File: src/rtl/serial_bus_pkg.sv
// Shared types for the serial bus target port: RX/TX state encodings and bus_mode values.
package serial_bus_pkg;

  typedef enum logic [1:0] {
    RX_ADDR = 2'd0,
    RX_DATA = 2'd1,
    RX_HOLD = 2'd2
  } rx_state_t;

  typedef enum logic {
    TX_IDLE  = 1'b0,
    TX_SHIFT = 1'b1
  } tx_state_t;

  localparam logic BUS_MODE_ADDR = 1'b0;
  localparam logic BUS_MODE_DATA = 1'b1;

endpackage

File: src/rtl/stp_sync_fifo.sv
// Single-clock FIFO for target read data; DEPTH must be a power of 2 so pointers wrap naturally.
module stp_sync_fifo #(
  parameter int DATA_W = 8,
  parameter int DEPTH  = 4
) (
  input  logic                     clk,
  input  logic                     rst_n,
  input  logic                     push_i,
  input  logic [DATA_W-1:0]        wdata_i,
  input  logic                     pop_i,
  output logic [DATA_W-1:0]        rdata_o,
  output logic                     full_o,
  output logic                     empty_o,
  output logic [$clog2(DEPTH):0]   count_o
);

  localparam int PTR_W = $clog2(DEPTH);
  localparam logic [PTR_W:0] FULL_CNT = (PTR_W + 1)'(DEPTH);

  logic [DATA_W-1:0] mem_q [DEPTH];
  logic [PTR_W-1:0]  wr_ptr_q, rd_ptr_q;
  logic [PTR_W:0]    count_q;
  logic              do_push, do_pop;

  assign full_o  = (count_q == FULL_CNT);
  assign empty_o = (count_q == '0);
  // Pop is gated by the registered empty flag, so a word pushed into an empty FIFO is never bypassed.
  assign do_push = push_i && !full_o;
  assign do_pop  = pop_i && !empty_o;

  // NOTE: storage is deliberately not reset; pointers and count alone define which entries are valid.
  always_ff @(posedge clk) begin
    if (do_push) mem_q[wr_ptr_q] <= wdata_i;
  end

  // NOTE: sequential state uses non-blocking assignments so every register samples pre-edge values.
  always_ff @(posedge clk or negedge rst_n) begin
    if (!rst_n) begin
      wr_ptr_q <= '0;
      rd_ptr_q <= '0;
      count_q  <= '0;
    end else begin
      if (do_push) wr_ptr_q <= wr_ptr_q + PTR_W'(1);
      if (do_pop)  rd_ptr_q <= rd_ptr_q + PTR_W'(1);
      unique case ({do_push, do_pop})
        2'b10:   count_q <= count_q + (PTR_W + 1)'(1);
        2'b01:   count_q <= count_q - (PTR_W + 1)'(1);
        default: count_q <= count_q;
      endcase
    end
  end

  assign rdata_o = mem_q[rd_ptr_q];
  assign count_o = count_q;

endmodule

File: src/rtl/serial_target_port_p.sv
// Target-side serial bus port: RX deserialiser/request FSM, TX read-data FIFO and serialiser.
// Define SERIAL_TGT_PARITY_EN to add an even-parity bit after every address, data and TX word.
module serial_target_port_p
  import serial_bus_pkg::*;
#(
  parameter int ADDR_W   = 16,
  parameter int DATA_W   = 8,
  parameter int TX_DEPTH = 4
) (
  input  logic                        clk,
  input  logic                        rst_n,
  input  logic                        bus_data_in,
  input  logic                        bus_data_in_valid,
  input  logic                        bus_mode,
  input  logic                        bus_rw,
  output logic                        bus_data_out,
  output logic                        bus_data_out_valid,
  output logic                        tgt_req_valid,
  input  logic                        tgt_req_ready,
  output logic [ADDR_W-1:0]           tgt_req_addr,
  output logic                        tgt_req_write,
  output logic [DATA_W-1:0]           tgt_req_wdata,
  input  logic [DATA_W-1:0]           tgt_rdata,
  input  logic                        tgt_rdata_valid,
  output logic                        tgt_rdata_ready,
  output logic [$clog2(TX_DEPTH):0]   tx_fifo_count,
  output logic                        rx_drop,
  input  logic                        split_req,
  input  logic                        arbiter_grant,
  output logic                        arbiter_split_req,
  output logic                        split_grant
);

`ifdef SERIAL_TGT_PARITY_EN
  localparam bit PAR_EN = 1'b1;
`else
  localparam bit PAR_EN = 1'b0;
`endif

  localparam int MAX_W   = (ADDR_W > DATA_W) ? ADDR_W : DATA_W;
  localparam int CNT_W   = $clog2(MAX_W + 2);
  localparam int TXC_W   = $clog2(DATA_W + 2);
  localparam int TX_LAST = DATA_W - 1 + int'(PAR_EN);

  // RX state
  rx_state_t         rx_state_q, rx_state_d;
  logic [CNT_W-1:0]  rx_cnt_q, rx_cnt_d;
  logic [ADDR_W-1:0] addr_q, addr_d;
  logic [DATA_W-1:0] wdata_q, wdata_d;
  logic              write_q, write_d;
  logic              rx_drop_q, rx_drop_d;
  logic              tx_busy;

  // TX state
  tx_state_t         tx_state_q, tx_state_d;
  logic [DATA_W-1:0] shift_q, shift_d;
  logic [TXC_W-1:0]  tx_cnt_q, tx_cnt_d;
  logic              tx_par_q, tx_par_d;
  logic              dout_q, dout_d;
  logic              dout_valid_q, dout_valid_d;

  logic              fifo_push, fifo_pop, fifo_full, fifo_empty;
  logic [DATA_W-1:0] fifo_rdata;

  assign arbiter_split_req = split_req;
  assign split_grant       = arbiter_grant;

  assign tx_busy = (tx_state_q == TX_SHIFT);

  always_ff @(posedge clk or negedge rst_n) begin
    if (!rst_n) begin
      rx_state_q <= RX_ADDR;
      rx_cnt_q   <= '0;
      addr_q     <= '0;
      wdata_q    <= '0;
      write_q    <= 1'b0;
      rx_drop_q  <= 1'b0;
    end else begin
      rx_state_q <= rx_state_d;
      rx_cnt_q   <= rx_cnt_d;
      addr_q     <= addr_d;
      wdata_q    <= wdata_d;
      write_q    <= write_d;
      rx_drop_q  <= rx_drop_d;
    end
  end

  // NOTE: every comb output gets a default before the case so no path can infer a latch.
  always_comb begin
    rx_state_d = rx_state_q;
    rx_cnt_d   = rx_cnt_q;
    addr_d     = addr_q;
    wdata_d    = wdata_q;
    write_d    = write_q;
    rx_drop_d  = 1'b0;
    unique case (rx_state_q)
      RX_ADDR: begin
        if (bus_data_in_valid) begin
          if (tx_busy || bus_mode != BUS_MODE_ADDR) begin
            rx_drop_d = 1'b1;
          end else if (PAR_EN && rx_cnt_q == CNT_W'(ADDR_W)) begin
            if (bus_data_in != ^addr_q) begin
              rx_drop_d  = 1'b1;
              rx_state_d = RX_ADDR;
              rx_cnt_d   = '0;
              addr_d     = '0;
              write_d    = 1'b0;
            end else begin
              rx_cnt_d   = '0;
              rx_state_d = write_q ? RX_DATA : RX_HOLD;
            end
          end else begin
            // LSB-first: each bit enters at the top and ends at its own index after ADDR_W shifts.
            addr_d   = {bus_data_in, addr_q[ADDR_W-1:1]};
            rx_cnt_d = rx_cnt_q + CNT_W'(1);
            if (rx_cnt_q == CNT_W'(ADDR_W - 1)) begin
              write_d = bus_rw;
              if (!PAR_EN) begin
                rx_cnt_d   = '0;
                rx_state_d = bus_rw ? RX_DATA : RX_HOLD;
              end
            end
          end
        end
      end
      RX_DATA: begin
        if (bus_data_in_valid) begin
          if (tx_busy || bus_mode != BUS_MODE_DATA) begin
            rx_drop_d = 1'b1;
          end else if (PAR_EN && rx_cnt_q == CNT_W'(DATA_W)) begin
            if (bus_data_in != ^wdata_q) begin
              rx_drop_d  = 1'b1;
              rx_state_d = RX_ADDR;
              rx_cnt_d   = '0;
              addr_d     = '0;
              wdata_d    = '0;
              write_d    = 1'b0;
            end else begin
              rx_cnt_d   = '0;
              rx_state_d = RX_HOLD;
            end
          end else begin
            wdata_d  = {bus_data_in, wdata_q[DATA_W-1:1]};
            rx_cnt_d = rx_cnt_q + CNT_W'(1);
            if (!PAR_EN && rx_cnt_q == CNT_W'(DATA_W - 1)) begin
              rx_cnt_d   = '0;
              rx_state_d = RX_HOLD;
            end
          end
        end
      end
      RX_HOLD: begin
        rx_drop_d = bus_data_in_valid;
        if (tgt_req_ready) begin
          rx_state_d = RX_ADDR;
          rx_cnt_d   = '0;
          addr_d     = '0;
          wdata_d    = '0;
          write_d    = 1'b0;
        end
      end
      default: rx_state_d = RX_ADDR;
    endcase
  end

  // Request fields are exposed only while valid, so they read as zero at all other times.
  always_comb begin
    tgt_req_valid = (rx_state_q == RX_HOLD);
    tgt_req_addr  = tgt_req_valid ? addr_q : '0;
    tgt_req_write = tgt_req_valid && write_q;
    tgt_req_wdata = tgt_req_valid ? wdata_q : '0;
  end

  assign rx_drop = rx_drop_q;

  assign tgt_rdata_ready = !fifo_full;
  assign fifo_push       = tgt_rdata_valid && !fifo_full;

  stp_sync_fifo #(
    .DATA_W (DATA_W),
    .DEPTH  (TX_DEPTH)
  ) u_tx_fifo (
    .clk     (clk),
    .rst_n   (rst_n),
    .push_i  (fifo_push),
    .wdata_i (tgt_rdata),
    .pop_i   (fifo_pop),
    .rdata_o (fifo_rdata),
    .full_o  (fifo_full),
    .empty_o (fifo_empty),
    .count_o (tx_fifo_count)
  );

  always_ff @(posedge clk or negedge rst_n) begin
    if (!rst_n) begin
      tx_state_q   <= TX_IDLE;
      shift_q      <= '0;
      tx_cnt_q     <= '0;
      tx_par_q     <= 1'b0;
      dout_q       <= 1'b0;
      dout_valid_q <= 1'b0;
    end else begin
      tx_state_q   <= tx_state_d;
      shift_q      <= shift_d;
      tx_cnt_q     <= tx_cnt_d;
      tx_par_q     <= tx_par_d;
      dout_q       <= dout_d;
      dout_valid_q <= dout_valid_d;
    end
  end

  always_comb begin
    tx_state_d = tx_state_q;
    shift_d    = shift_q;
    tx_cnt_d   = tx_cnt_q;
    tx_par_d   = tx_par_q;
    unique case (tx_state_q)
      TX_IDLE: begin
        if (!fifo_empty) begin
          shift_d    = fifo_rdata;
          tx_par_d   = ^fifo_rdata;
          tx_cnt_d   = '0;
          tx_state_d = TX_SHIFT;
        end
      end
      TX_SHIFT: begin
        shift_d  = {1'b0, shift_q[DATA_W-1:1]};
        tx_cnt_d = tx_cnt_q + TXC_W'(1);
        if (tx_cnt_q == TXC_W'(TX_LAST)) tx_state_d = TX_IDLE;
      end
      default: tx_state_d = TX_IDLE;
    endcase
  end

  // Output bits are registered, giving the one-cycle gap between pop and the first bus bit.
  always_comb begin
    fifo_pop     = 1'b0;
    dout_d       = dout_q;
    dout_valid_d = 1'b0;
    unique case (tx_state_q)
      TX_IDLE:  fifo_pop = !fifo_empty;
      TX_SHIFT: begin
        dout_valid_d = 1'b1;
        dout_d       = (tx_cnt_q < TXC_W'(DATA_W)) ? shift_q[0] : tx_par_q;
      end
      default: fifo_pop = 1'b0;
    endcase
  end

  assign bus_data_out       = dout_q;
  assign bus_data_out_valid = dout_valid_q;

endmodule

File: config.mk
export PLATFORM = sky130hd
export DESIGN_NAME = serial_target_port_p
export DESIGN_NICKNAME = d
export VERILOG_FILES = /design/src/rtl/serial_bus_pkg.sv /design/src/rtl/stp_sync_fifo.sv /design/src/rtl/serial_target_port_p.sv
export SDC_FILE = /design/constraint.sdc
export NUM_CORES = 1
export LEC_CHECK = 0
export ABC_AREA = 1
export BUFFER_PORTS_ARGS = -buffer_cell sky130_fd_sc_hd__buf_2
export CORE_UTILIZATION = 46
export CTS_BUF_LIST = sky130_fd_sc_hd__clkbuf_4 sky130_fd_sc_hd__clkbuf_8
export CTS_CLUSTER_SIZE = 12
export DETAILED_ROUTE_END_ITERATION = 6
export PLACE_DENSITY = 0.65
export SLEW_MARGIN = 0
export SYNTH_ARGS = -nofsm -noshare
export SYNTH_HDL_FRONTEND = slang
export SYNTH_HIERARCHICAL = 1
export SYNTH_SLANG_ARGS = --single-unit
File: constraint.sdc
create_clock -name clk -period 2.6 [get_ports clk]
set_input_delay 0 -clock clk [delete_from_list [all_inputs] [get_ports clk]]
set_output_delay 0 -clock clk [all_outputs]
set_load 0.05 [all_outputs]
==> impl.org, run 1 <==
** Drt
- In the final routed layout, each cell accounts on average for 11.16 um.
- Routed vias :: 3342
- Once detail routing completed, the nets flagged for antenna violations numbered 0.
- Final Routed Wirelength :: 7915 um
- Number of detailed-route iterations in the first pass :: 4
- For this run, design rule violations remaining after detail routing come to 0.
- Violation count after the first detailed-routing iteration :: 118
- After detailed routing, the number of vias per cell comes to 4.714.

** Run status
- Result of the run :: complete, no violations

** STA
- Total setup violations reported at the end of the flow :: 0
- Upper clock frequency limit :: 488.8 MHz
- Worst slew pin tran :: 0.7616 ns
- Number of hold violations in the final report :: 0
- Headroom to the max-slew limit :: 49.04%
- Dividing the final minimum period by the clock period gives 78.68%.
- Clock skew on the completed layout was measured at 0.01060 ns.
- Adding up every negative setup slack in the final design gives 0 ns.
- Setup repair after global routing left no endpoint under its margin.
- The routed design could run at a clock period as short as 2.046 ns.
- Final Max Slew Viols :: 0

** Final layout
- Antenna cells :: 0
- For this run, the post-layout net count is 608.
- Leaving out fill and tap cells, the most frequent cell in the layout is nand2_1.
- Layout Cells excl Fill :: 709
- In the layout the commonest cells are 190 x nand2_1, 86 x inv_1, 56 x dfrtp_1.
- Cells with a size suffix above 1 make up 15.69% of the layout.
- The area growth from synthesis to layout is 13.79%.

** Logic synthesis
- Among all flip-flop cells after synthesis, the most frequent one is dfrtp_1.
- Async set or reset register ratio after synthesis :: 63.64%
- #FFs+latches synth :: 88
- The netlist uses 38 different library cells.
- After synthesis the cells add up to 0.004463 mm^2.
- Synthesis produced a netlist with a net count of 547.
- Syn avg cell area :: 8.683 um^2
- Sequential cells were found to cover 52.93% of the synthesized design area.
- Number of flops mapped to enable cells by yosys :: 32
- Synth warn :: 6
- Synthesized instance count :: 514

** Power
- Leak Pwr :: 0.002704 uW
- Max VDD drop :: 0.0004851 V
- Pwr dens :: 962.9 mW/mm^2

** Floorplan
- Row cnt :: 35
- Die Area :: 0.01010 mm^2
- Horizontal extent of the die :: 100.5 um
- Area of the core region :: 0.009328 mm^2
- Count of boundary I/O pins :: 53
- DIE HEIGHT :: 100.5 um
- Initial standard-cell utilization of the core :: 47.85%

** Clocking
- Clock latency at the later pin of the worst-skew pair :: 0.36 ns
- The clock drives 88 sinks.
- CTS resizes :: 0
- After clock tree synthesis, the clock-pin slew on the worst setup and hold paths is 0.09 ns.
- Clock tree synthesis inserted a total of 9 buffers.
- Clock H-tree levels :: 3
- The root buffer cell chosen for the clock tree is clkbuf_8.
- Clk buf depth :: 2
- TritonCTS clock tree :: yes

** Worst setup path
- Crit path launch type :: register
- Along the worst path, the maximum fanout reaches 8.
- At the worst endpoint, the required time is 2.60 ns.
- Arrival time at the worst endpoint :: 2.04 ns
- Worst-case reg-to-reg path depth :: 6
- Endpoint type of the worst setup path :: register
- Type of the setup path with the least slack :: register to register

** Placed design
- Summed over all nets, the half-perimeter wirelength after detailed placement is 5477 um.
- Final weighted congestion of routability-driven global placement :: 0.7557
- Once placement completed, the tool counted placed cells totaling 681.
- In this run the tool buffered the top-level ports with 48 buffer cells.

** Worst hold path
- The worst hold path was traced through 0 stages.
- The path class of the tightest hold or removal check is input pin to output port.

** GRT
- Wire length of the first global-routing pass :: 14040 um
- Entering global routing, the biggest net connects 57 pins.
- Via count of the first global-routing pass :: 3150
- After global routing the overflow that remains totals 0.
- The initial antenna violation count came to 0.
- Global routing used 17.63% of the available tracks.

** Flow run
- Number of violations of the max-capacitance limit :: 0
-- Yosys cell counts (4+ instances only) --
cell type    n  area (um^2)
o21ai_2      9        78.83
nor2_1      22        82.58
ha_1        14        175.2
dfrtp_1     56         1401
buf_6        6        67.56
edfxtp_1    32        960.9
o21ai_1      7        35.03
inv_1       86        322.8
o21ai_0     15        75.07
o211ai_1    22        165.2
nand3_1     12        60.06
nand2_1    190        713.2
a21oi_1      4        20.02
-- flip-flops by register name (all words and copies together) (netlist names) --
register and count:
u_tx_fifo/mem_q 32, addr_q 16, shift_q 8, wdata_q 8, rx_cnt_q 5, tx_cnt_q 4
u_tx_fifo/count_o 3, rx_state_q 2, u_tx_fifo/rd_ptr_q 2, u_tx_fifo/wr_ptr_q 2, bus_data_out 1, bus_data_out_valid 1
rx_drop 1, tx_busy 1, tx_par_q 1, write_q 1
-- final timing paths --
check	slack, ns	start	end
max in group asynchronous	1.82	rst_n	addr_q[12]$_DFFE_PN0P_
max reg2reg	0.55	u_tx_fifo/count_o[0]$_DFFE_PN0P_	u_tx_fifo/mem_q[0][3]$_DFFE_PP_
max	0.55	u_tx_fifo/count_o[0]$_DFFE_PN0P_	u_tx_fifo/mem_q[0][3]$_DFFE_PP_
min	0.00002	arbiter_grant	split_grant
min in group asynchronous	0.30	rst_n	rx_cnt_q[4]$_DFFE_PN0P_
min reg2reg	0.49	wdata_q[0]$_DFFE_PN0P_	wdata_q[0]$_DFFE_PN0P_
-- final cells by class --
type	instances	area, um^2
fill	852	4249
sequential	88	2362
multi-input combinational	320	1634
timing repair buffer	64	390.4
inverter	92	345.3
tap	129	161.4
clock buffer	9	123.9
clock inverter	7	61.31
-- timing repair --
item	in CTS	in global routing
setup endpoints to repair	0	0
hold buffers	12	0
setup buffers	0	0
hold endpoints to repair	94	0
-- cell families after synthesis --
family,share of synthesized area [%]
adders and majority gates,4.373
xor gates and xnor gates,0.5888
buffers and inverters,10.46
DFF,52.93
AOI/OAI and AO/OA,9.112
and+or+nand+nor,22.32
muxes,0.2243
-- report_power, final --
group	total, uW	switching, uW	internal, uW
Sequential	2130	273	1860
Clock	904	538	366
Combinational	1850	1200	655
Total	4890	2010	2880
-- metrics by stage --
step	hold slack (ns)	utilization (%)	worst slack [ns]	total power (uW)	instance area [um^2]
after global placement	0.0005889	51.17	0.5672	3964	4773
after CTS	0.0005889	54.45	0.5125	4944	5079
final	0.00001932	54.45	0.5543	4890	5079
after floorplan	-0.2956	-	0.2440	3668	4463
after detailed placement	0.0005889	51.17	0.5239	4021	4773
after global routing	0.0001069	54.45	0.3509	5348	5079
-- per-layer routing --
metal / track usage (%) / wire length (um) / part of all wire (%) / vias to the layer above
li1: - / - / - / 1728
met1: 22.02 / 3742 / 47 / 1540
met2: 30.66 / 3838 / 48 / 68
met3: 4.369 / 269 / 3.4 / 6
met4: 4.459 / 63 / 0.80 / 0
met5: 0 / 0 / 0 / -
-- worst max-delay path, stage by stage (launching register included) --
cell and delay [ns]:
dfrtp_1 0.38, inv_1 0.12, nand3_4 0.13, inv_1 0.06, nor2_1 0.28, nand2_4 0.12
nor2_1 0.60
No activity file was read; power rests on OpenSTA's default activity.
==> run 2, diff against run 1 <==
--- a/config.mk
+++ b/config.mk
@@ -5,13 +5,13 @@
 export SDC_FILE = /design/constraint.sdc
 export NUM_CORES = 1
 export LEC_CHECK = 0
-export ABC_AREA = 1
+export ABC_AREA = 0
 export BUFFER_PORTS_ARGS = -buffer_cell sky130_fd_sc_hd__buf_2
 export CORE_UTILIZATION = 46
 export CTS_BUF_LIST = sky130_fd_sc_hd__clkbuf_4 sky130_fd_sc_hd__clkbuf_8
 export CTS_CLUSTER_SIZE = 12
 export DETAILED_ROUTE_END_ITERATION = 6
-export PLACE_DENSITY = 0.65
+export PLACE_DENSITY = 0.66
 export SLEW_MARGIN = 0
 export SYNTH_ARGS = -nofsm -noshare
 export SYNTH_HDL_FRONTEND = slang
==> constraint.sdc (replaced) <==
create_clock -name clk -period 2 [get_ports clk]
set_input_delay 0 -clock clk [delete_from_list [all_inputs] [get_ports clk]]
set_output_delay 0 -clock clk [all_outputs]
set_load 0.05 [all_outputs]
==> impl.org, run 2 <==
** Run status
- Result of the run: finished with violations (was complete, no violations).
- Violations in the final reports :: DRC

** Worst setup path
- The worst endpoint required time is 2.24 ns (was 2.60 ns).
- The kind of start point of the critical path is a register (unchanged).
- The data arrival time of the critical path is 2.21 ns (was 2.04 ns).
- The depth of the worst register-to-register path was 10 (was 6).
- Critical path buffer and inverter count :: 2 (unchanged)
- Cell at the slowest stage of the critical path :: dfrtp_2 (was nor2_1)
- Crit path launch :: u_tx_fifo/count_o[1]$_DFFE_PN0P_ (was u_tx_fifo/count_o[0]$_DFFE_PN0P_)
- Cells traversed along the worst timing path: or3_4 -> inv_4 -> nor2_4 -> and2_4 -> ha_4 -> inv_2 -> fa_2 -> xor2_1 -> nor2_1 -> xor2_1 (was inv_1 -> nand3_4 -> inv_1 -> nor2_1 -> nand2_4 -> nor2_1).
- The end point of the critical path was u_tx_fifo/count_o[2]$_DFFE_PN0P_ (was u_tx_fifo/mem_q[0][3]$_DFFE_PP_).
- Crit Reg-Reg Endpoint :: u_tx_fifo/count_o[2]$_DFFE_PN0P_ (was u_tx_fifo/mem_q[0][3]$_DFFE_PP_)
- Gate family responsible for the most delay along the worst path :: simple AND/OR/NAND/NOR gates (unchanged)
- The flop-to-flop setup slack is 0.03 ns (was 0.55 ns).
- The largest stage delay on the critical path came to 0.44 ns (was 0.60 ns).
- The number of cells on the critical path is 10 (was 6).
- In this design, the critical path's most frequently occurring cell is xor2_1.
- Type of the setup path with the least slack :: register to register (unchanged)
- R2R Path Start :: u_tx_fifo/count_o[1]$_DFFE_PN0P_ (was u_tx_fifo/count_o[0]$_DFFE_PN0P_)
- Endpoint type of the worst setup path :: register (unchanged)
- The largest fanout of any net on the critical path was 4 (was 8).

** Power
- The switching portion of total power came to 36.90% (was 41.11%).
- Sum of internal, switching and leakage power :: 6322 uW (was 4890 uW)
- The leakage component of the power came to 0.002202 uW (was 0.002704 uW).
- Share of power burned in combinational logic :: 40.1% (was 37.9%)
- The share of total power in sequential cells came to 40.8% (was 43.6%).
- Portion of total power attributed to the clock network :: 19.1% (was 18.5%)
- Switch Pwr :: 2333 uW (was 2010 uW)
- The largest vdd supply drop was 0.0007401 V (was 0.0004851 V).
- The internal cell power was 3989 uW (was 2880 uW).
- The power density of the placed cells was 1259 mW/mm^2 (was 962.9 mW/mm^2).

** Clocking
- Clk buf depth :: 2 (unchanged)
- Clock H-tree levels :: 3 (unchanged)
- The CTS tree is yes (unchanged).
- Clock transition at the registers of the reported paths :: 0.09 ns (about the same)
- Number of CTS-inserted buffers :: 9 (unchanged)
- The cell at the root of the clock tree is clkbuf_8 (unchanged).
- Total number of clock tree sinks :: 88 (unchanged)
- Clock latency at the later pin of the worst-skew pair :: 0.36 ns (about the same)

** GRT
- Number of antenna violations at the first check in global routing :: 0 (unchanged)
- Maximum number of pins on one net before global-route repair :: 57 (unchanged)
- The via count of the first global-routing pass was 2631 (was 3150).
- The first-pass GRT wire length came to 12380 um (was 14040 um).
- Leftover overflow at the end of global routing :: 0 (unchanged)
- Overall Global Routing Usage :: 16.35% (was 17.63%)

** Logic synthesis
- Leading post-synthesis cells by cell area: dfrtp_1 33%, edfxtp_1 23%, and2_1 4.3%, mux4_2 4.3%, ha_1 4.1% (was dfrtp_1 31%, edfxtp_1 22%, nand2_1 16%, inv_1 7.2%, ha_1 3.9%).
- The total nets after synthesis was 380 (was 547).
- Share of synthesized area occupied by flip-flops and latches :: 55.87% (was 52.93%)
- Top-area cell type share of the netlist area :: 33.15% (was 31.40%)
- The library cell with the largest summed area after synthesis was dfrtp_1 (unchanged).
- The number of flops mapped to enable cells by yosys is 32 (unchanged).
- The number of unique standard cell types used by synthesis came to 47 (was 38).
- The mean area per synthesized cell came to 12.18 um^2 (was 8.683 um^2).
- Synth warn :: 6 (unchanged)
- The predominant post-synthesis flop cell is dfrtp_1 (unchanged).
- The instance count of the mapped netlist came to 347 (was 514).
- Most numerous cell types in the synthesized netlist :: 56 x dfrtp_1, 32 x edfxtp_1, 30 x nand2_1 (was 190 x nand2_1, 86 x inv_1, 56 x dfrtp_1)
- The post-synthesis instance area is 0.004228 mm^2 (was 0.004463 mm^2).
- The number of flip-flops and latches in the synthesized netlist came to 88 (unchanged).
- The fraction of registers with async set or reset after synthesis was 63.64% (unchanged).
- The most repeated cell in the gate-level netlist after synthesis is dfrtp_1 (was nand2_1).

** Placed design
- Post-Place Cell Area :: 0.004658 mm^2 (was 0.004773 mm^2)
- Pre-CTS worst setup slack :: 0.02274 ns (was 0.5239 ns)
- The number of port buffers came to 48 (unchanged).
- The total half-perimeter wirelength after legalization and detailed placement is 4812 um (was 5477 um).
- The weighted congestion reported at the end of routability-driven placement came to 0.7724 (was 0.7557).
- Cell Count Post-Placement :: 496 (was 681)

** STA
- Min cycle time layout :: 1.969 ns (was 2.046 ns)
- The slew at the pin with the worst max-slew slack is 0.4209 ns (was 0.7616 ns).
- RSZ-0062 raised after global routing :: true (was false)
- The number of pins exceeding their max-slew limit in the final report is 0 (unchanged).
- The final number of setup-violating endpoints is 0 (unchanged).
- Number of hold violations in the final report :: 0 (unchanged)
- Final clock skew :: 0.01224 ns (was 0.01060 ns)
- Upper clock frequency limit :: 507.8 MHz (was 488.8 MHz)
- The headroom to the max-slew limit came to 71.94% (was 49.04%).
- The setup slack after layout was 0.03075 ns (was 0.5543 ns).
- The post-route clock period utilization was 98.46% (was 78.68%).

** Drt
- Remaining DRCs :: 6 (was 0)
- DR WL/cell :: 13.69 um (was 11.16 um)
- Violation count after the first detailed-routing iteration :: 143 (was 118)
- The number of nets still failing antenna checks after routing was 0 (unchanged).
- The via count was 2639 (was 3342).
- Post-DR vias/cell :: 4.998 (was 4.714)
- The total wire length after detailed routing was 7228 um (was 7915 um).
- Number of detailed-route iterations in the first pass :: 6 (was 4)

** Final layout
- The register ranked first by flip-flop count is u_tx_fifo/mem_q (unchanged).
- Area Overhead vs Synth :: 18.76% (was 13.79%)
- The leading cell type in the layout, fill and taps excluded was dfrtp_1 (was nand2_1).
- Flip-flop count of the largest register after layout :: 32 (unchanged)
- The cell area after layout is 0.005021 mm^2 (was 0.005079 mm^2).
- Commonest non-fill, non-tap cells in the layout: 53 x dfrtp_1, 48 x buf_2, 32 x edfxtp_1 (was 190 x nand2_1, 86 x inv_1, 56 x dfrtp_1).
- Post-layout nets :: 448 (was 608)
- Layout cell share with drive strength beyond 1 :: 28.10% (was 15.69%)
- The count of placed standard cells in the final layout, fillers left out came to 528 (was 709).
- Biggest registers after layout: u_tx_fifo/mem_q (32), addr_q (16) (unchanged).
- The number of fill cells in the layout is 725 (was 852).
- Core Util, Final :: 57.02% (was 54.45%)
- Antenna cells :: 0 (unchanged)

** Floorplan
- Die Area :: 0.009579 mm^2 (was 0.01010 mm^2)
- Initial standard-cell utilization of the core :: 48.01% (was 47.85%)
- The placeable core region was 0.008806 mm^2 (was 0.009328 mm^2).
- DIE HEIGHT :: 97.87 um (was 100.5 um)
- Count of boundary I/O pins :: 53 (unchanged)
- Horizontal extent of the die :: 97.87 um (was 100.5 um)
- Row cnt :: 34 (was 35)

** Worst hold path
- The path category of the worst min-delay check was input pin to output port (unchanged).

** Flow run
- The max-cap violation count is 0 (unchanged).
==> run 2: cell types whose count changed in the layout (fill, tap and decap cells not counted), moves of 10 or more <==
cell      change
nand2b_1     +18
mux2i_1      +13
nor2_1       -11
o21ai_0      +10
inv_1        -72
nand2_1     -160
mux2_2       +10
o211ai_1     -21
and2_1       +29
==> run 2: final cells by class <==
type / instances / area, um^2 / area share (%)
Sequential cell: 88 / 2366 / 47.12
Multi-Input combinational cell: 224 / 1740 / 34.66
Timing Repair Buffer: 75 / 514.2 / 10.24
Tap cell: 108 / 135.1 / 2.691
Clock buffer: 9 / 123.9 / 2.467
Clock inverter: 7 / 75.07 / 1.495
Inverter: 17 / 66.31 / 1.321
==> run 2: logic make-up (layout without fill, tap and decap cells) <==
logic type	count (synthesis)	in the layout	share of synthesized area, %
buffers and inverters	35	108	3.877
AND/OR/NAND/NOR	116	116	15.30
AO/OA/AOI/OAI	44	44	6.422
flip-flops	88	88	55.87
adder cells (fa/ha/maj)	15	15	4.617
XOR/XNOR	16	16	3.314
multiplexers	33	33	10.59
==> run 2: per-layer routing <==
layer	GRT usage, %	vias up	wire length, um
met5	0	-	0
met4	4.545	0	54
met3	4.939	5	263
met2	25.89	48	3388
met1	21.89	1254	3522
li1	-	1332	-
==> run 2: how the worst min path moves through the flow <==
stage | start | endpoint | slack [ns] | cells after the start
finish | arbiter_grant | split_grant | 0.00002 | 0
global placement | split_req | arbiter_split_req | 0.0003 | 0
CTS | split_req | arbiter_split_req | 0.0003 | 0
floorplan | rst_n | addr_q[0]$_DFFE_PN0P_ | -0.30 | 0
global route | arbiter_grant | split_grant | 0.0001 | 0
detailed placement | split_req | arbiter_split_req | 0.0003 | 0
==> run 2: power groups by stage <==
stage	clock network (uW)	registers [uW]	logic, uW
floorplan	0	2710	1780
global placement	0	2610	2390
detailed placement	0	2630	2460
CTS	1250	2590	2490
global route	1330	2630	2800
finish	1210	2580	2530
==> run 2: timing repair <==
item / 4_1_cts / 5_1_grt
endpoints found under the hold margin: 93 / 0
buffers inserted: 0 / 4
setup endpoints to repair: 0 / 30
gates resized for setup: 0 / 5
hold buffers: 12 / 0
==> run 2: stage by stage <==
stage          setup TNS [ns]  hold WS [ns]
4_1_cts                     0     0.0003409
5_1_grt              -0.06173    0.00009968
3_5_place_dp                0     0.0003409
6_report                    0    0.00001610
3_3_place_gp                0     0.0003409
2_1_floorplan        -0.08904       -0.2956
